[src/rtl/ccg_bist_pkg.sv]
// Shared types and constants for the ccg BIST sequencer and its signature compactor.
// Tap masks encode x^14+x^5+x^3+x^1+1-style feedback (bits 13,4,2,0) and MISR x^22+x^21+1.
package ccg_bist_pkg;

   localparam int IN_W_DEF  = 14;
   localparam int OUT_W_DEF = 22;
   localparam int CNT_W_DEF = 15;

   localparam logic [13:0] LFSR_TAP = 14'h2015;
   localparam logic [21:0] MISR_TAP = 22'h300000;

   typedef enum logic [1:0] {
      IDLE  = 2'd0,
      APPLY = 2'd1,
      DONE  = 2'd2
   } state_t;

endpackage

[src/rtl/ccg_misr.sv]
// Multiple-input signature register: shift with parity feedback, then fold in the response word.
// One cycle per compaction step; clear has priority over en. sig_step is the would-be next value.
module ccg_misr
   import ccg_bist_pkg::*;
#(
   parameter int               OUT_W = OUT_W_DEF,
   parameter logic [OUT_W-1:0] TAP   = OUT_W'(MISR_TAP)
) (
   input  logic             clk,
   input  logic             rst_n,
   input  logic             clear,
   input  logic             en,
   input  logic [OUT_W-1:0] din,
   output logic [OUT_W-1:0] sig,
   output logic [OUT_W-1:0] sig_step
);

   logic [OUT_W-1:0] sig_q;
   logic [OUT_W-1:0] sig_d;

   always_comb begin
      sig_step = {sig_q[OUT_W-2:0], ^(sig_q & TAP)} ^ din;
      sig_d    = sig_q;
      if (clear) begin
         sig_d = '0;
      end else if (en) begin
         sig_d = sig_step;
      end
   end

   always_ff @(posedge clk or negedge rst_n) begin
      if (!rst_n) begin
         sig_q <= '0;
      end else begin
         sig_q <= sig_d;
      end
   end

   assign sig = sig_q;

endmodule

[src/rtl/ccg_bist_sequencer.sv]
// BIST sequencer: drives count/LFSR vectors into a combinational netlist, compacts responses, compares.
// Start-to-done latency 1 + N*SETTLE cycles; start is ignored unless IDLE, abort wins over everything.
module ccg_bist_sequencer
   import ccg_bist_pkg::*;
#(
   parameter int IN_W   = IN_W_DEF,
   parameter int OUT_W  = OUT_W_DEF,
   parameter int SETTLE = 1,
   parameter int CNT_W  = CNT_W_DEF
) (
   input  logic             clk,
   input  logic             rst_n,
   input  logic             start,
   input  logic             abort,
   input  logic             mode,
   input  logic [IN_W-1:0]  seed,
   input  logic [CNT_W-1:0] num_vectors,
   input  logic [OUT_W-1:0] exp_sig,
   output logic [IN_W-1:0]  dut_x,
   input  logic [OUT_W-1:0] dut_f,
   output logic             busy,
   output logic             done,
   output logic             pass,
   output logic [OUT_W-1:0] signature,
   output logic [CNT_W-1:0] vec_count
);

   localparam int              SET_W     = (SETTLE > 1) ? $clog2(SETTLE) : 1;
   localparam logic [IN_W-1:0] LFSR_MASK = IN_W'(LFSR_TAP);

   state_t           state_q,     state_d;
   logic             mode_q,      mode_d;
   logic [CNT_W-1:0] num_q,       num_d;
   logic [OUT_W-1:0] exp_q,       exp_d;
   logic [IN_W-1:0]  dut_x_q,     dut_x_d;
   logic [SET_W-1:0] set_cnt_q,   set_cnt_d;
   logic [CNT_W-1:0] vec_count_q, vec_count_d;
   logic             busy_q,      busy_d;
   logic             done_q,      done_d;
   logic             pass_q,      pass_d;

   logic             misr_clear;
   logic             misr_en;
   logic [OUT_W-1:0] sig_step;
   logic             last_settle;
   logic [IN_W-1:0]  vec_nxt;
   logic [CNT_W-1:0] cnt_inc;

   always_comb begin
      last_settle = (set_cnt_q == SET_W'(SETTLE - 1));
      vec_nxt     = mode_q ? {dut_x_q[IN_W-2:0], ^(dut_x_q & LFSR_MASK)}
                           : dut_x_q + IN_W'(1);
      cnt_inc     = vec_count_q + CNT_W'(1);

      state_d     = state_q;
      mode_d      = mode_q;
      num_d       = num_q;
      exp_d       = exp_q;
      dut_x_d     = dut_x_q;
      set_cnt_d   = set_cnt_q;
      vec_count_d = vec_count_q;
      busy_d      = busy_q;
      done_d      = 1'b0;
      pass_d      = pass_q;
      misr_clear  = 1'b0;
      misr_en     = 1'b0;

      // Abort freezes signature and count so the partial result stays observable.
      if (abort) begin
         state_d = IDLE;
         busy_d  = 1'b0;
         pass_d  = 1'b0;
      end else begin
         case (state_q)
            IDLE: begin
               if (start) begin
                  mode_d      = mode;
                  num_d       = num_vectors;
                  exp_d       = exp_sig;
                  misr_clear  = 1'b1;
                  vec_count_d = '0;
                  set_cnt_d   = '0;
                  pass_d      = 1'b0;
                  dut_x_d     = mode ? ((seed == '0) ? IN_W'(1) : seed) : '0;
                  if (num_vectors == '0) begin
                     state_d = DONE;
                     done_d  = 1'b1;
                     pass_d  = (exp_sig == '0);
                  end else begin
                     state_d = APPLY;
                     busy_d  = 1'b1;
                  end
               end
            end
            APPLY: begin
               if (last_settle) begin
                  misr_en     = 1'b1;
                  vec_count_d = cnt_inc;
                  dut_x_d     = vec_nxt;
                  set_cnt_d   = '0;
                  // pass is registered alongside done, so compare the post-capture signature.
                  if (cnt_inc == num_q) begin
                     state_d = DONE;
                     busy_d  = 1'b0;
                     done_d  = 1'b1;
                     pass_d  = (sig_step == exp_q);
                  end
               end else begin
                  set_cnt_d = set_cnt_q + SET_W'(1);
               end
            end
            DONE: begin
               state_d = IDLE;
            end
            default: begin
               state_d = IDLE;
               busy_d  = 1'b0;
            end
         endcase
      end
   end

   always_ff @(posedge clk or negedge rst_n) begin
      if (!rst_n) begin
         state_q     <= IDLE;
         mode_q      <= 1'b0;
         num_q       <= '0;
         exp_q       <= '0;
         dut_x_q     <= '0;
         set_cnt_q   <= '0;
         vec_count_q <= '0;
         busy_q      <= 1'b0;
         done_q      <= 1'b0;
         pass_q      <= 1'b0;
      end else begin
         state_q     <= state_d;
         mode_q      <= mode_d;
         num_q       <= num_d;
         exp_q       <= exp_d;
         dut_x_q     <= dut_x_d;
         set_cnt_q   <= set_cnt_d;
         vec_count_q <= vec_count_d;
         busy_q      <= busy_d;
         done_q      <= done_d;
         pass_q      <= pass_d;
      end
   end

   ccg_misr #(
      .OUT_W (OUT_W),
      .TAP   (OUT_W'(MISR_TAP))
   ) u_misr (
      .clk      (clk),
      .rst_n    (rst_n),
      .clear    (misr_clear),
      .en       (misr_en),
      .din      (dut_f),
      .sig      (signature),
      .sig_step (sig_step)
   );

   assign dut_x     = dut_x_q;
   assign busy      = busy_q;
   assign done      = done_q;
   assign pass      = pass_q;
   assign vec_count = vec_count_q;

endmodule

[config.mk]
export PLATFORM = sky130hd
export DESIGN_NAME = ccg_bist_sequencer
export DESIGN_NICKNAME = d
export VERILOG_FILES = /design/src/rtl/ccg_bist_pkg.sv /design/src/rtl/ccg_misr.sv /design/src/rtl/ccg_bist_sequencer.sv
export SDC_FILE = /design/constraint.sdc
export NUM_CORES = 1
export LEC_CHECK = 0
export CAP_MARGIN = 10
export CORE_MARGIN = 5
export CORE_UTILIZATION = 54
export DETAILED_ROUTE_END_ITERATION = 16
export GPL_ROUTABILITY_DRIVEN = 0
export GPL_TIMING_DRIVEN = 1
export PLACE_DENSITY = 0.87
export SLEW_MARGIN = 5
export SYNTH_ARGS = -nofsm -noshare
export SYNTH_HDL_FRONTEND = slang
export SYNTH_SLANG_ARGS = --single-unit
[constraint.sdc]
create_clock -name clk -period 5.3 [get_ports clk]
set_input_delay 0.53 -clock clk [delete_from_list [all_inputs] [get_ports clk]]
set_output_delay 0.53 -clock clk [all_outputs]
set_load 0.05 [all_outputs]
==> results of run 1 <==
-- through the flow --
stage               util [%]  total power [mW]
floorplan                  -              1.64
global placement        69.1              1.96
detailed placement      69.1              1.98
CTS                     71.5              2.55
global route            71.5              2.66
finish                  71.5              2.55
-- per-layer routing --
layer	share of wire, %	track usage, %
met1	41	33.6
met2	49	41.3
met3	7.6	4.03
met4	1.7	8.48
met5	0	0
-- worst max-delay path by stage --
stage	cells after the start	start	endpoint
finish	7	state_q[1]	pass
global route	7	state_q[1]	pass
CTS	7	state_q[1]	pass
detailed placement	7	state_q[1]	pass
global placement	7	abort	pass
floorplan	8	vec_count[0]	busy
-- registers in the layout, indices dropped and copies added (netlist names) --
register,cells
vec_count,15
state_q,2
u_misr.sig,22
busy,1
num_q,15
dut_x,14
done,1
exp_q,22
pass,1
mode_q,1
-- cells in the final DEF (no fill, tap or decap), drive strengths merged, types with 3 or more instances in the layout --
cell type      Yosys  routed
clkbuf            26       9
a31oi             14      14
nand3             23      23
a211o              3       3
nor2              38      38
a21oi             25      25
buf                6       5
bufinv             0       3
o31ai              6       6
a22o              11      11
o21ai             37      37
and4               4       4
xnor2             37      37
a211oi            10      10
nand2             39      39
nor4              19      19
o22ai              3       3
nand2b             3       3
or3                4       4
mux2              37      37
xor2              28      28
nor3              15      15
dfrtp             94      94
inv               11      11
nor3b              3       3
o211ai             3       3
nand4             10      10
clkdlybuf4s50      0     130
o21a               3       3
-- critical path: stages (launching register included) --
cell and delay (ps):
dfrtp_1 480, nand2b_1 600, nor2_2 590, buf_4 410, a41oi_1 80, a21oi_1 150
o21ai_0 100, o32ai_1 150
-- synthesized netlist by cell type (2+ instances only) --
library cell  count
nor4_1           16
ha_1              2
inv_1            11
a211oi_1         10
xor2_1           28
o31ai_1           6
clkbuf_1         26
nand2b_1          3
xnor2_1          37
o22ai_1           3
nor3_1           14
mux2i_1           2
or3_1             4
o2111ai_1         2
a22o_1           11
a21oi_1          25
nand3_1          22
o21ai_0          36
buf_2             5
nand4_1           9
and2_1            2
nor2b_1           2
a211o_1           3
nor3b_1           3
nor4_2            2
a21boi_0          2
and4_1            3
and3_1            2
o21a_1            3
o211ai_1          3
a31oi_1          14
mux2_2           37
nand2_1          39
a311oi_1          2
dfrtp_1          94
nor2_1           38
-- area by class of cell --
class | instances | area share (%)
Multi-Input combinational cell | 404 | 40.3
Sequential cell | 94 | 34.0
Timing Repair Buffer | 135 | 19.3
Tap cell | 133 | 2.40
Clock buffer | 9 | 1.79
Clock inverter | 6 | 1.61
Inverter | 11 | 0.596
-- power breakdown --
group | switching [mW] | internal (mW)
Combinational | 0.560 | 0.408
Clock | 0.256 | 0.311
Sequential | 0.164 | 0.850
-- cells by family after synthesis --
logic type | after synthesis | share of synthesized area, %
xor gates and xnor gates | 66 | 11.2
muxes | 39 | 8.24
adders and majority gates | 2 | 0.472
AOI/OAI and AO/OA | 130 | 15.9
buffers and inverters | 43 | 3.17
and+or+nand+nor | 167 | 16.7
DFF | 94 | 44.4
==> flow_summary.yaml, run 1 <==
place:
  placed_area_sq_mm: 0.00669
  placed_cells: 777
  pre_cts_slack_ps: 2690
  detailedPlacementHpwl_um: 10600
  io_buffers: 131
synthesis:
  syn_area_sq_mm: 0.00530
  ys_seq_area_share_pct: 44.4
  netlist.area_leader.share_pct: 44.4
  ys_dominant_reg_cell: "dfrtp_1"
  ys_seq_elements: 94
  synth_warnings: 0
  synth_edf_count: 0
  yosysUniqueCellTypes: 56
  synth.area.top_cells: "dfrtp_1 44%, mux2_2 7.9%, xnor2_1 6.1%"
  synth_nets: 621
  synth_largest_area_cell: "dfrtp_1"
  synthCells: 541
  async_reset_ff_share_pct: 100
  syn_avg_cell_area_sq_um: 9.79
sta:
  fmax_ghz: 0.378
  period_share_pct: 49.9
  slew_headroom_pct: 39.5
  setup_viol: 0
  whs_ps: 94.8
  tns_ps: 0
  hold_viol_final: 0
  max_slew.worst_pin.slew_ps: 907
  layout_setup_ws_ps: 2650
  skew_ps: 6.53
  final.min_clock_period_ps: 2650
  grt_setup_unrepaired: "false"
  drv_slew: 0
cts:
  numCtsBuffers: 9
  clkSinkCount: 94
  clk_latency_ps: 360
  clk_pin_slew_ps: 90
  hold_buffers: 0
  cts_max_path_buffers: 2
  root_buffer: "clkbuf_8"
  cts_max_level: 3
  post_cts_buffers: 0
  cts_resized: 0
  cts_tree: "built"
global_routing:
  grtUsageTotal_pct: 25.0
  grt_max_degree: 64
  grt_pass1_wl_um: 23500
  overflow: 0
  grt_pass1_vias: 4679
  antenna_found_initial: 0
die:
  dieArea_sq_mm: 0.0119
  io-pin-count: 132
  num_rows: 36
  start_util_pct: 54.7
  chipHeight_um: 109
  core_area_sq_mm: 0.00968
  die_w_um: 109
critical_path:
  cp_max_fo: 29
  critical_path_class: "reg -> reg"
  r2r_cells: 7
  crit_arrival_ps: 2910
  critPathRequiredTime_ps: 5570
  r2r_slack_ps: 2650
  r2r_start: "state_q[1]"
  crit_path_end_kind: "flop"
  r2r_end: "pass"
  cp-start-kind: "flop"
finish:
  antenna_cells: 0
  fillers: 689
  multi_input_area_sq_mm: 0.00279
  drive_gt1_share_pct: 10.5
  final_area_sq_mm: 0.00692
  final_nets: 735
  seq_area_sq_mm: 0.00235
  final_cells: 792
  synthToLayoutAreaGrowth_pct: 30.7
routing:
  vias: 4723
  vias_per_cell: 5.96
  drc: 0
  drtPass1Iterations: 5
  ant_nets: 0
  wl_per_cell_um: 18.3
  routed_wl_um: 14500
  drt_iter0_drc: 342
power_and_ir_drop:
  power.density_mw_per_mm2: 368
  vdd_ir_drop_max_v: 0.000231
  power.leakage_nw: 2.69
flow_run:
  cap_violations: 0
worst_hold_path:
  min_path_type: "in -> async"
status:
  status: "completed"
No activity file was read; power rests on OpenSTA's default activity.
==> run 2: changes to the inputs <==
--- a/config.mk
+++ b/config.mk
@@ -7,11 +7,11 @@
 export LEC_CHECK = 0
 export CAP_MARGIN = 10
 export CORE_MARGIN = 5
-export CORE_UTILIZATION = 54
+export CORE_UTILIZATION = 45
 export DETAILED_ROUTE_END_ITERATION = 16
 export GPL_ROUTABILITY_DRIVEN = 0
 export GPL_TIMING_DRIVEN = 1
-export PLACE_DENSITY = 0.87
+export PLACE_DENSITY = 0.77
 export SLEW_MARGIN = 5
 export SYNTH_ARGS = -nofsm -noshare
 export SYNTH_HDL_FRONTEND = slang
==> constraint.sdc (replaced) <==
create_clock -name clk -period 2.2 [get_ports clk]
set_input_delay 0.22 -clock clk [delete_from_list [all_inputs] [get_ports clk]]
set_output_delay 0.22 -clock clk [all_outputs]
set_load 0.05 [all_outputs]
==> run 2 against run 1 <==
Effect of this change:
- hold slack better by 320 ps
- sequential share of layout area decreased by 1.5 points
- global-route usage fell by 3.6 points
- non-clock buffer count increased by 23
- combinational power grew to 2.5 times the previous value
- largest cell class unchanged
- sequential power grew 140%
- clock skew rose by 2.3 ps
- sequential cell count is the same
==> flow_summary.yaml, run 2 (synthesis gave the netlist of run 1 again) <==
power_and_ir_drop:
  pwr-share-comb_pct: 38.0
  power.total_mw: 6.42
  power_frac_clock_pct: 24.5
  power.switching_mw: 2.44
  power.leakage_nw: 2.83
  power.density_mw_per_mm2: 883
  seq_power_share_pct: 37.5
  vdd_ir_drop_max_v: 0.000526
  swShare_pct: 38.0
  intPower_mw: 3.98
die:
  io-pin-count: 132
  die_w_um: 118
  num_rows: 39
  chipHeight_um: 118
  dieArea_sq_mm: 0.0140
  core_area_sq_mm: 0.0115
  start_util_pct: 46.2
critical_path:
  r2r_end: "busy"
  crit_arrival_ps: 2400
  r2r_slack_ps: 70
  cp-start-kind: "flop"
  r2r_start: "vec_count[0]"
  critPathRequiredTime_ps: 2470
  critical_path_class: "reg -> reg"
  crit_path_end_kind: "flop"
  r2r_cells: 8
  cp_max_fo: 5
global_routing:
  grt_pass1_wl_um: 24900
  overflow: 0
  antenna_found_initial: 0
  grt_max_degree: 52
  grtUsageTotal_pct: 21.4
  grt_pass1_vias: 4838
sta:
  skew_ps: 8.82
  whs_ps: 416
  layout_setup_ws_ps: 69.6
  drv_slew: 0
  hold_viol_final: 0
  setup_viol: 0
  period_share_pct: 96.8
  final.min_clock_period_ps: 2130
  max_slew.worst_pin.slew_ps: 572
  fmax_ghz: 0.469
  slew_headroom_pct: 61.9
cts:
  cts_max_level: 3
  root_buffer: "clkbuf_16"
  numCtsBuffers: 9
  clkSinkCount: 94
  cts_tree: "built"
  clk_pin_slew_ps: 70
  cts_max_path_buffers: 2
  clk_latency_ps: 340
finish:
  final_common_cell: "clkdlybuf4s50_1"
  synthToLayoutAreaGrowth_pct: 37.4
  mostFrequentLayoutCells: "130 x clkdlybuf4s50_1, 85 x dfrtp_1, 38 x nand2_1, 37 x xnor2_1, 37 x mux2_2"
  fillers: 921
  drive_gt1_share_pct: 15.7
  post-route-util_pct: 63.5
  final_nets: 758
  antenna_cells: 0
routing:
  drtPass1Iterations: 7
  drt_iter0_drc: 340
  ant_nets: 0
  vias: 4769
  vias_per_cell: 5.77
  routed_wl_um: 15200
  wl_per_cell_um: 18.4
  drc: 0
status:
  status: "completed"
place:
  detailedPlacementHpwl_um: 11200
  io_buffers: 131
  pre_cts_slack_ps: 49.5
flow_run:
  cap_violations: 0
worst_hold_path:
  min_path_type: "in -> async"
run 2: cell types whose count changed in the layout (fill, tap and decap cells not counted), moves of 2 or more:
cell       delta
inv_6         +2
bufinv_16     -2
dfrtp_2       +9
dfrtp_1       -9
nor4_2        +2
clkbuf_8      -9
buf_4        +18
nor4_1        -2
clkbuf_16     +9
buf_12        +4
run 2: how the worst max path moves through the flow:
stage                       startpoint    to  slack (ps)  depth (start not counted)
after floorplan           vec_count[9]  busy         -70                          7
after detailed placement  vec_count[1]  busy          50                          8
after CTS                 vec_count[1]  busy          30                          8
after global routing      vec_count[0]  busy         -20                          8
after global placement        dut_f[4]  pass         110                          8
final                     vec_count[0]  busy          70                          8
run 2: timing repair:
action / CTS / global route
resized for setup: 0 / 8
hold buffers: 1 / 0
endpoints found under the hold margin: 43 / 0
setup endpoints to repair: 0 / 7
setup buffers: 0 / 5
run 2: stage by stage:
stage	TNS, ps	instances	instance area (sq um)
floorplan	-70.1	541	5310
global placement	0	804	6890
detailed placement	0	804	6890
CTS	0	821	7200
global route	-24.9	826	7280
finish	0	826	7280
run 2: layer usage:
| layer | vias up | global-route usage, % | wire, um |
|---|---|---|---|
| li1 | 2245 | - | - |
| met5 | - | 0 | 0 |
| met2 | 218 | 34.8 | 7300 |
| met3 | 32 | 3.53 | 988 |
| met4 | 0 | 6.73 | 354 |
| met1 | 2274 | 29.5 | 6520 |
run 2: area by class of cell:
cell class,count,area (sq um),area share [%]
multi-input cells,404,2830,38.9
flip-flops and latches,94,2360,32.5
repair buffers,158,1560,21.5
clock buffers,10,229,3.15
well taps,143,179,2.46
clock inverters,6,68.8,0.946
inverters,11,41.3,0.567
run 2: worst max-delay path: stages, from the launching register on:
cell,delay (ps)
dfrtp_2,410
buf_4,140
and3_4,210
nand3_1,120
o311a_1,320
nor4b_2,300
and3_1,260
o21a_1,170
a2bb2oi_2,140
run 2: power groups by stage:
stage          sequential [mW]  combinational (mW)  clock (mW)
4_1_cts                   2.40                2.44        1.59
6_report                  2.41                2.44        1.57
3_5_place_dp              2.43                2.43           0
5_1_grt                   2.46                2.63        1.67
2_1_floorplan             2.92                1.02           0
3_3_place_gp              2.41                2.39           0
